File: src/rtl/sa_input_skew.sv
// rtl/sa_input_skew.sv - west-edge skew feeder for the systolic array
// Row r delays each accepted vector element by r cycles; also tracks tile boundaries.
module sa_input_skew #(
  parameter int ROWS  = 4,
  parameter int CNT_W = 16
) (
  input  logic                clk,
  input  logic                rst,
  input  logic                in_valid,
  output logic                in_ready,
  input  logic [ROWS*8-1:0]   in_data,
  input  logic                in_switch,
  input  logic                in_last,
  output logic [ROWS*8-1:0]   out_input,
  output logic [ROWS-1:0]     out_valid,
  output logic [ROWS-1:0]     out_switch,
  output logic                tile_done,
  output logic [CNT_W-1:0]    tile_len
);

  localparam int DW = (ROWS > 1) ? $clog2(ROWS) : 1;

  typedef enum logic [1:0] {
    IDLE   = 2'd0,
    STREAM = 2'd1,
    DRAIN  = 2'd2
  } state_t;

  state_t            state_q, state_d;
  logic [DW-1:0]     drain_cnt_q, drain_cnt_d;
  logic [CNT_W-1:0]  beat_cnt_q, beat_cnt_d;
  logic [CNT_W-1:0]  tile_len_q, tile_len_d;
  logic              tile_done_q, tile_done_d;
  logic              accept;

  assign in_ready = ~rst & (state_q != DRAIN);
  assign accept   = in_valid & in_ready;

  always_comb begin
    state_d     = state_q;
    drain_cnt_d = drain_cnt_q;
    beat_cnt_d  = beat_cnt_q;
    tile_len_d  = tile_len_q;
    case (state_q)
      DRAIN: begin
        if (drain_cnt_q == '0) begin
          state_d    = IDLE;
          beat_cnt_d = '0;
        end else begin
          drain_cnt_d = drain_cnt_q - DW'(1);
        end
      end
      default: begin
        if (accept) begin
          beat_cnt_d = beat_cnt_q + CNT_W'(1);
          if (in_last) begin
            state_d     = DRAIN;
            drain_cnt_d = DW'(ROWS - 1);
            tile_len_d  = beat_cnt_q + CNT_W'(1);
          end else begin
            state_d = STREAM;
          end
        end
      end
    endcase
    // Pulse lands in the same cycle the last beat reaches the bottom row.
    tile_done_d = (state_d == DRAIN) && (drain_cnt_d == '0);
  end

  always_ff @(posedge clk or posedge rst) begin
    if (rst) begin
      state_q     <= IDLE;
      drain_cnt_q <= '0;
      beat_cnt_q  <= '0;
      tile_len_q  <= '0;
      tile_done_q <= 1'b0;
    end else begin
      state_q     <= state_d;
      drain_cnt_q <= drain_cnt_d;
      beat_cnt_q  <= beat_cnt_d;
      tile_len_q  <= tile_len_d;
      tile_done_q <= tile_done_d;
    end
  end

  assign tile_done = tile_done_q;
  assign tile_len  = tile_len_q;

  for (genvar r = 0; r < ROWS; r++) begin : g_row
    logic [7:0] data_q [0:r];
    logic [7:0] data_d [0:r];
    logic [r:0] valid_q, valid_d;
    logic [r:0] switch_q, switch_d;

    // Bubbles carry zero data so idle array wires never show stale values.
    always_comb begin
      data_d[0]   = accept ? in_data[8*r +: 8] : 8'd0;
      valid_d[0]  = accept;
      switch_d[0] = accept & in_switch;
      for (int k = 1; k <= r; k++) begin
        data_d[k]   = data_q[k-1];
        valid_d[k]  = valid_q[k-1];
        switch_d[k] = switch_q[k-1];
      end
    end

    always_ff @(posedge clk or posedge rst) begin
      if (rst) begin
        for (int k = 0; k <= r; k++) data_q[k] <= 8'd0;
        valid_q  <= '0;
        switch_q <= '0;
      end else begin
        for (int k = 0; k <= r; k++) data_q[k] <= data_d[k];
        valid_q  <= valid_d;
        switch_q <= switch_d;
      end
    end

    assign out_input[8*r +: 8] = data_q[r];
    assign out_valid[r]        = valid_q[r];
    assign out_switch[r]       = switch_q[r];
  end

endmodule

File: config.mk
export PLATFORM = sky130hd
export DESIGN_NAME = sa_input_skew
export DESIGN_NICKNAME = d
export VERILOG_FILES = /design/src/rtl/sa_input_skew.sv
export SDC_FILE = /design/constraint.sdc
export NUM_CORES = 1
export LEC_CHECK = 0
export CAP_MARGIN = 10
export CORE_ASPECT_RATIO = 0.9
export CORE_MARGIN = 2
export CORE_UTILIZATION = 45
export CTS_BUF_LIST = sky130_fd_sc_hd__clkbuf_4 sky130_fd_sc_hd__clkbuf_8 sky130_fd_sc_hd__clkbuf_16
export DETAILED_ROUTE_END_ITERATION = 8
export GPL_TIMING_DRIVEN = 0
export PLACE_DENSITY_LB_ADDON = 0.12
export SLEW_MARGIN = 10
export SYNTH_ARGS = -nofsm -noshare
export SYNTH_HDL_FRONTEND = slang
export SYNTH_SLANG_ARGS = --single-unit
File: constraint.sdc
create_clock -name clk -period 4.4 [get_ports clk]
set_input_delay 0.88 -clock clk [delete_from_list [all_inputs] [get_ports clk]]
set_output_delay 0.88 -clock clk [all_outputs]
set_load 0.02 [all_outputs]
==> flow_metrics.py, run 1 <==
metrics = {
    "run_status": {
        "status": "completed",
    },
    "global_routing": {
        "grt_max_degree": 71,
        "grt_pass1_wl_um": 13900,
        "antenna_found_initial": 0,
        "first_global_vias": 2816,
        "track_usage_pct": 18.3,
        "grt-ovfl-total": 0,
    },
    "placed_design": {
        "pre_cts_ws_ns": 1.38,
        "gp_congestion": 0.821,
        "portBuffers": 94,
        "place_inst": 535,
        "hpwl_um": 5580,
    },
    "routing": {
        "drc": 0,
        "drt_pass1_iterations": 4,
        "postRouteAntennaNets": 0,
        "drt_wl_total_um": 8400,
        "drt_iter0_drc": 140,
        "viasPerCell": 4.88,
        "wl_per_cell_um": 14.8,
        "vias": 2767,
    },
    "floorplan": {
        "die_w_um": 107,
        "die_area_sq_um": 10300,
        "die_y_um": 96.3,
        "core_sq_um": 9170,
        "ios": 95,
        "initial_core_util_pct": 46.5,
        "num_rows": 33,
    },
    "clock_network": {
        "clockRootBuffer": "clkbuf_8",
        "holdBufCountCts": 0,
        "h-tree-depth": 4,
        "cts_sinks": 125,
        "clk_latency_ns": 0.51,
        "cts_resized": 0,
        "clk_pin_slew_ns": 0.06,
        "cts_buffer_depth": 2,
        "cts_buffers": 17,
        "post_cts_buffers": 0,
        "cts_tree": "done",
    },
    "worst_setup_path": {
        "cp.required_ns": 3.52,
        "crit_slowest_cell": "clkdlybuf4s50_1",
        "cp-startpoint": "rst",
        "arrival_ns": 2.14,
        "crit_path_end_kind": "output port",
        "worstPathCellList": "clkdlybuf4s50_1 > nor2_1 > clkdlybuf4s50_1",
        "critPathBufInv": 2,
        "crit_family": "buffers and inverters",
        "worstSetupPathType": "in2out",
        "cpMostUsedCell": "clkdlybuf4s50_1",
        "cp_max_fo": 4,
        "worstSetupStartpointType": "input pin",
        "r2r-start": "beat_cnt_q[0]",
        "cpPeakStageDelay_ns": 0.61,
    },
    "logic_synthesis": {
        "synth_area_sq_um": 4260,
        "async_flop_share_pct": 100,
        "synthTopCellsByArea": "dfrtp_1 (73%), and3_1 (5.3%), xnor2_1 (2.7%)",
        "synthMostInstantiatedCell": "dfrtp_1",
        "synth_nets": 356,
        "synth-simple-area-share_pct": 13.4,
        "yosysTopAreaCellShare_pct": 73.5,
        "synth_xor_area_share_pct": 2.88,
        "synth_fa_ha_area_share_pct": 0.294,
        "ys.flop_type": "dfrtp_1",
        "synth_cell_types": 40,
        "synth_compound_area_share_pct": 6.61,
        "ys_ff_latch": 125,
        "yosysWarnings": 0,
        "synth_edf_count": 0,
        "post_synth.cell_area_avg_sq_um": 13.4,
        "synth_top_family_by_area": "simple AND/OR/NAND/NOR gates",
        "synth.area.mux_share_pct": 0.793,
        "synthCells": 318,
        "ys_seq_area_share_pct": 73.5,
        "netlist_top_cells_count": "dfrtp_1 (125), and3_1 (36), nand2_1 (24), o21ai_0 (20), xnor2_1 (13)",
        "yosysTopAreaCell": "dfrtp_1",
    },
    "pwr": {
        "p_sw_mw": 0.894,
        "pwr-share-seq_pct": 43.0,
        "clkPwrFrac_pct": 41.0,
        "p_per_area_nw_per_um2": 523,
        "combPwrFrac_pct": 16.1,
        "p_leak_nw": 2.79,
        "internal-power_mw": 2.21,
        "vdd_ir_drop_max_mv": 0.267,
        "p_sw_share_pct": 28.8,
    },
    "sta": {
        "period_share_pct": 68.6,
        "drv_slew": 0,
        "setup_viol": 0,
        "final.min_clock_period_ns": 3.02,
        "finalHoldViolations": 0,
        "max-slew-margin-rel_pct": 41.7,
        "timing.fmax_mhz": 331,
        "finalClockSkew_ns": 0.0126,
        "setup_ws_ns": 1.38,
        "rsz0062_at_grt": "false",
        "worst_pin_slew_ns": 0.875,
        "setup_tns_ns": 0,
    },
    "layout": {
        "fin_nets": 470,
        "area_growth_pct": 39.4,
        "final_layout_size_suffix_gt1_share_pct": 10.3,
        "antennaDiodeCount": 0,
        "instances_no_fill": 567,
    },
    "worst_hold_path": {
        "min_from": "g_row[2].data_d[9]",
        "hold_path_class": "reg2reg",
    },
    "job": {
        "maxCapViolCount": 0,
    },
}
[cell families (layout without fill, tap and decap cells)]
family	after synthesis	count (layout)
simple gates	101	101
compound gates	48	48
flops	125	125
buf+inv	26	153
fa+ha+maj	1	1
mux	3	3
xor+xnor	14	14
[area by class of cell]
type / count / area [sq um]
Clock inverter: 14 / 124
Tap cell: 122 / 153
Sequential cell: 125 / 3130
Clock buffer: 18 / 428
Buffer: 17 / 73.8
Multi-Input combinational cell: 167 / 1020
Timing Repair Buffer: 95 / 968
Fill cell: 749 / 3230
Inverter: 9 / 38.8
[stage by stage]
stage	hold slack, ns	util [%]	instance area [sq um]	total power, mW
after global placement	0.331	58.4	5350	1.84
after floorplan	0.331	-	4260	1.62
final	0.340	64.8	5940	3.11
after global routing	0.349	64.8	5940	3.26
after CTS	0.345	64.8	5940	3.15
after detailed placement	0.335	58.7	5380	1.86
[layout by cell type (no fill, tap or decap), types with 2 or more instances in the layout]
cell             synthesis  final
nor3_1                   5      5
a22o_1                   3      3
a21o_1                   2      2
o31ai_1                  2      2
nand4_1                  3      3
nor2b_1                  2      2
nand2b_1                 5      5
clkbuf_1                12     12
a31oi_1                  3      3
o21ai_1                  2      2
clkinvlp_4               0      5
nand2_1                 24     24
clkbuf_8                 0      2
nor2_1                   7      7
xnor2_1                 13     13
inv_8                    0      3
or4_1                    2      2
inv_6                    0      6
nand3_1                  7      7
clkbuf_16                0     16
and3_1                  36     36
dfrtp_1                125    125
o21ai_0                 20     20
inv_1                    8      7
o22ai_1                  3      3
mux2_2                   3      3
buf_4                    2      2
buf_2                    2      2
nor4_1                   3      3
clkdlybuf4s50_1          0     94
a21oi_1                  9      9
[flip-flops by register name, indices dropped and copies added (netlist names)]
name	cells
state_q	2
tile_done	1
out_input	24
drain_cnt_q	2
g_row.data_q	8
g_row.switch_q	4
g_row.data_d	48
g_row.valid_q	4
tile_len	16
beat_cnt_q	16
[power groups by stage]
stage,clock (mW),combinational (mW),sequential (mW)
after CTS,1.30,0.506,1.34
after detailed placement,0,0.503,1.36
final,1.27,0.499,1.34
after global routing,1.36,0.552,1.35
after floorplan,0,0.218,1.41
after global placement,0,0.491,1.35
[path summary, 6_finish.rpt]
check,end,slack [ns],cells past startpoint
worst max register to register,tile_len[12],2.34,5
worst min-delay path,g_row[2].data_d[1],0.34,0
worst min register to register,g_row[2].data_d[1],0.34,0
max in group asynchronous,g_row[2].data_d[12],2.85,3
min in group asynchronous,g_row[0].data_q[6],0.87,2
worst max-delay path,in_ready,1.38,3
[layer usage]
| metal | routed length, um | track usage [%] | vias up | share of wire [%] |
|---|---|---|---|---|
| met2 | 3950 | 28.5 | 86 | 47 |
| met1 | 3870 | 24.4 | 1349 | 46 |
| met3 | 453 | 4.81 | 12 | 5.4 |
| li1 | - | - | 1320 | - |
| met5 | 0 | 0 | - | 0 |
| met4 | 134 | 8.87 | 0 | 1.6 |
Note: power is estimated with default switching activity, not from simulation.
==> run 2: changes to the inputs <==
clock period = 2.6 ns   (was 4.4 ns; I/O delays follow)
==> run 2 against run 1 <==
Via count grew 0.90%. Global-route usage grew 0.27 points. Utilization rose by 0.42 points. Sequential power rose by 69%. First-iteration DRC count is 10% lower. Non-clock buffer count is 2 higher. Highest routed layer unchanged.
==> flow_metrics.py, run 2 (synthesis gave the netlist of run 1 again) <==
metrics = {
    "job": {
        "maxCapViolCount": 0,
    },
    "placed_design": {
        "hpwl_um": 5850,
        "placed_area_sq_um": 5420,
        "gp_congestion": 0.788,
        "portBuffers": 94,
        "place_inst": 537,
    },
    "layout": {
        "final_cell_mix": "dfrtp_1 (125), clkdlybuf4s50_1 (94), and3_1 (36)",
        "antennaDiodeCount": 0,
        "final_layout_size_suffix_gt1_share_pct": 10.7,
        "final_common_cell": "dfrtp_1",
        "area_growth_pct": 40.3,
        "final_cell_area_sq_um": 5970,
        "largest_register_ffs": 48,
        "fin_nets": 472,
        "instances_no_fill": 569,
    },
    "sta": {
        "period_share_pct": 89.4,
        "drv_slew": 0,
        "worst_pin_slew_ns": 0.860,
        "timing.hold.ws_ns": 0.344,
        "timing.fmax_mhz": 430,
        "finalClockSkew_ns": 0.00766,
        "setup_viol": 0,
        "finalHoldViolations": 0,
        "rsz0062_at_grt": "false",
        "max-slew-margin-rel_pct": 42.7,
        "final.min_clock_period_ns": 2.33,
    },
    "floorplan": {
        "num_rows": 33,
        "core_sq_um": 9170,
        "die_w_um": 107,
        "die_y_um": 96.3,
        "die_area_sq_um": 10300,
        "ios": 95,
        "initial_core_util_pct": 46.5,
    },
    "clock_network": {
        "cts_buffers": 17,
        "clockRootBuffer": "clkbuf_8",
        "post_cts_buffers": 0,
        "clk_pin_slew_ns": 0.06,
        "holdBufCountCts": 0,
        "cts_resized": 0,
        "h-tree-depth": 4,
        "cts_tree": "done",
        "cts_sinks": 125,
        "clk_latency_ns": 0.50,
        "cts_buffer_depth": 2,
    },
    "worst_setup_path": {
        "crit_path_end_kind": "output port",
        "worstSetupStartpointType": "flop",
        "crit_family": "buffers and inverters",
        "critPathBufInv": 1,
        "cp.required_ns": 2.08,
        "cpPeakStageDelay_ns": 0.54,
        "crit_slowest_cell": "clkdlybuf4s50_1",
        "worstSetupPathType": "reg2out",
        "worstPathCellList": "nor2b_1 > nor2_1 > clkdlybuf4s50_1",
        "arrival_ns": 1.81,
        "cp_max_fo": 5,
    },
    "pwr": {
        "internal-power_mw": 3.75,
        "p_sw_mw": 1.50,
        "p_sw_share_pct": 28.6,
        "p_leak_nw": 2.80,
        "p_per_area_nw_per_um2": 879,
        "combPwrFrac_pct": 16.2,
        "pwr-share-seq_pct": 43.0,
        "vdd_ir_drop_max_mv": 0.596,
        "clkPwrFrac_pct": 40.7,
    },
    "worst_hold_path": {
        "hold_path_class": "reg2reg",
    },
    "run_status": {
        "status": "completed",
    },
    "routing": {
        "wl_per_cell_um": 15.1,
        "drt_pass1_iterations": 4,
        "drt_wl_total_um": 8580,
        "drt_iter0_drc": 126,
        "postRouteAntennaNets": 0,
        "drc": 0,
        "vias": 2792,
        "viasPerCell": 4.91,
    },
    "global_routing": {
        "grt_max_degree": 38,
        "track_usage_pct": 18.6,
        "grt_pass1_wl_um": 14100,
        "antenna_found_initial": 0,
        "grt-ovfl-total": 0,
        "first_global_vias": 2828,
    },
}
==> run 2: cell types whose count changed in the layout (fill, tap and decap cells not counted) <==
cell,delta
clkinvlp_4,+1
buf_12,+2
inv_6,-1
==> run 2: layout make-up <==
| cell class | count | area (sq um) |
|---|---|---|
| Inverter | 9 | 37.5 |
| Fill cell | 759 | 3190 |
| Multi-Input combinational cell | 167 | 1020 |
| Clock buffer | 18 | 428 |
| Clock inverter | 14 | 124 |
| Timing Repair Buffer | 97 | 1010 |
| Tap cell | 122 | 153 |
| Buffer | 17 | 73.8 |
| Sequential cell | 125 | 3130 |
==> run 2: worst register-to-register path, stage by stage (launching register included) <==
cell     delay, ns
dfrtp_1       0.42
ha_1          0.30
nand3_1       0.19
or4_1         0.62
xnor2_1       0.18
mux2_2        0.27
==> run 2: path summary, 6_finish.rpt <==
path / start / endpoint / slack (ns) / cells after the start
hold reg to reg: g_row[2].data_d[13] / g_row[2].data_d[5] / 0.34 / 0
max in group asynchronous: rst / g_row[3].data_d[12] / 0.96 / 5
hold / removal: g_row[2].data_d[13] / g_row[2].data_d[5] / 0.34 / 0
setup reg to reg: beat_cnt_q[0] / tile_len[12] / 0.52 / 5
min in group asynchronous: rst / tile_len[6] / 0.59 / 2
setup / recovery: state_q[1] / in_ready / 0.27 / 3
==> run 2: stage by stage <==
stage          setup slack (ns)  utilization [%]  TNS [ns]  power, mW
6_report                  0.275             65.2         0       5.25
5_1_grt                   0.161             65.2         0       5.52
4_1_cts                   0.255             65.2         0       5.31
3_5_place_dp            -0.0364             59.2   -0.0475       3.15
3_3_place_gp             -0.582             58.4    -71.84       3.11
2_1_floorplan             0.541                -         0       2.75
==> run 2: power groups by stage <==
| stage | clock (mW) | combinational (mW) | sequential [mW] |
|---|---|---|---|
| detailed placement | 0 | 0.860 | 2.30 |
| CTS | 2.19 | 0.863 | 2.26 |
| global placement | 0 | 0.834 | 2.28 |
| floorplan | 0 | 0.370 | 2.38 |
| finish | 2.14 | 0.853 | 2.26 |
| global route | 2.29 | 0.938 | 2.29 |
==> run 2: layer usage <==
metal,track usage (%),routed length [um],up-vias
li1,-,-,1328
met1,24.4,3980,1382
met2,30.0,4140,74
met3,5.96,381,8
met4,5.74,76,0
met5,0,0,-
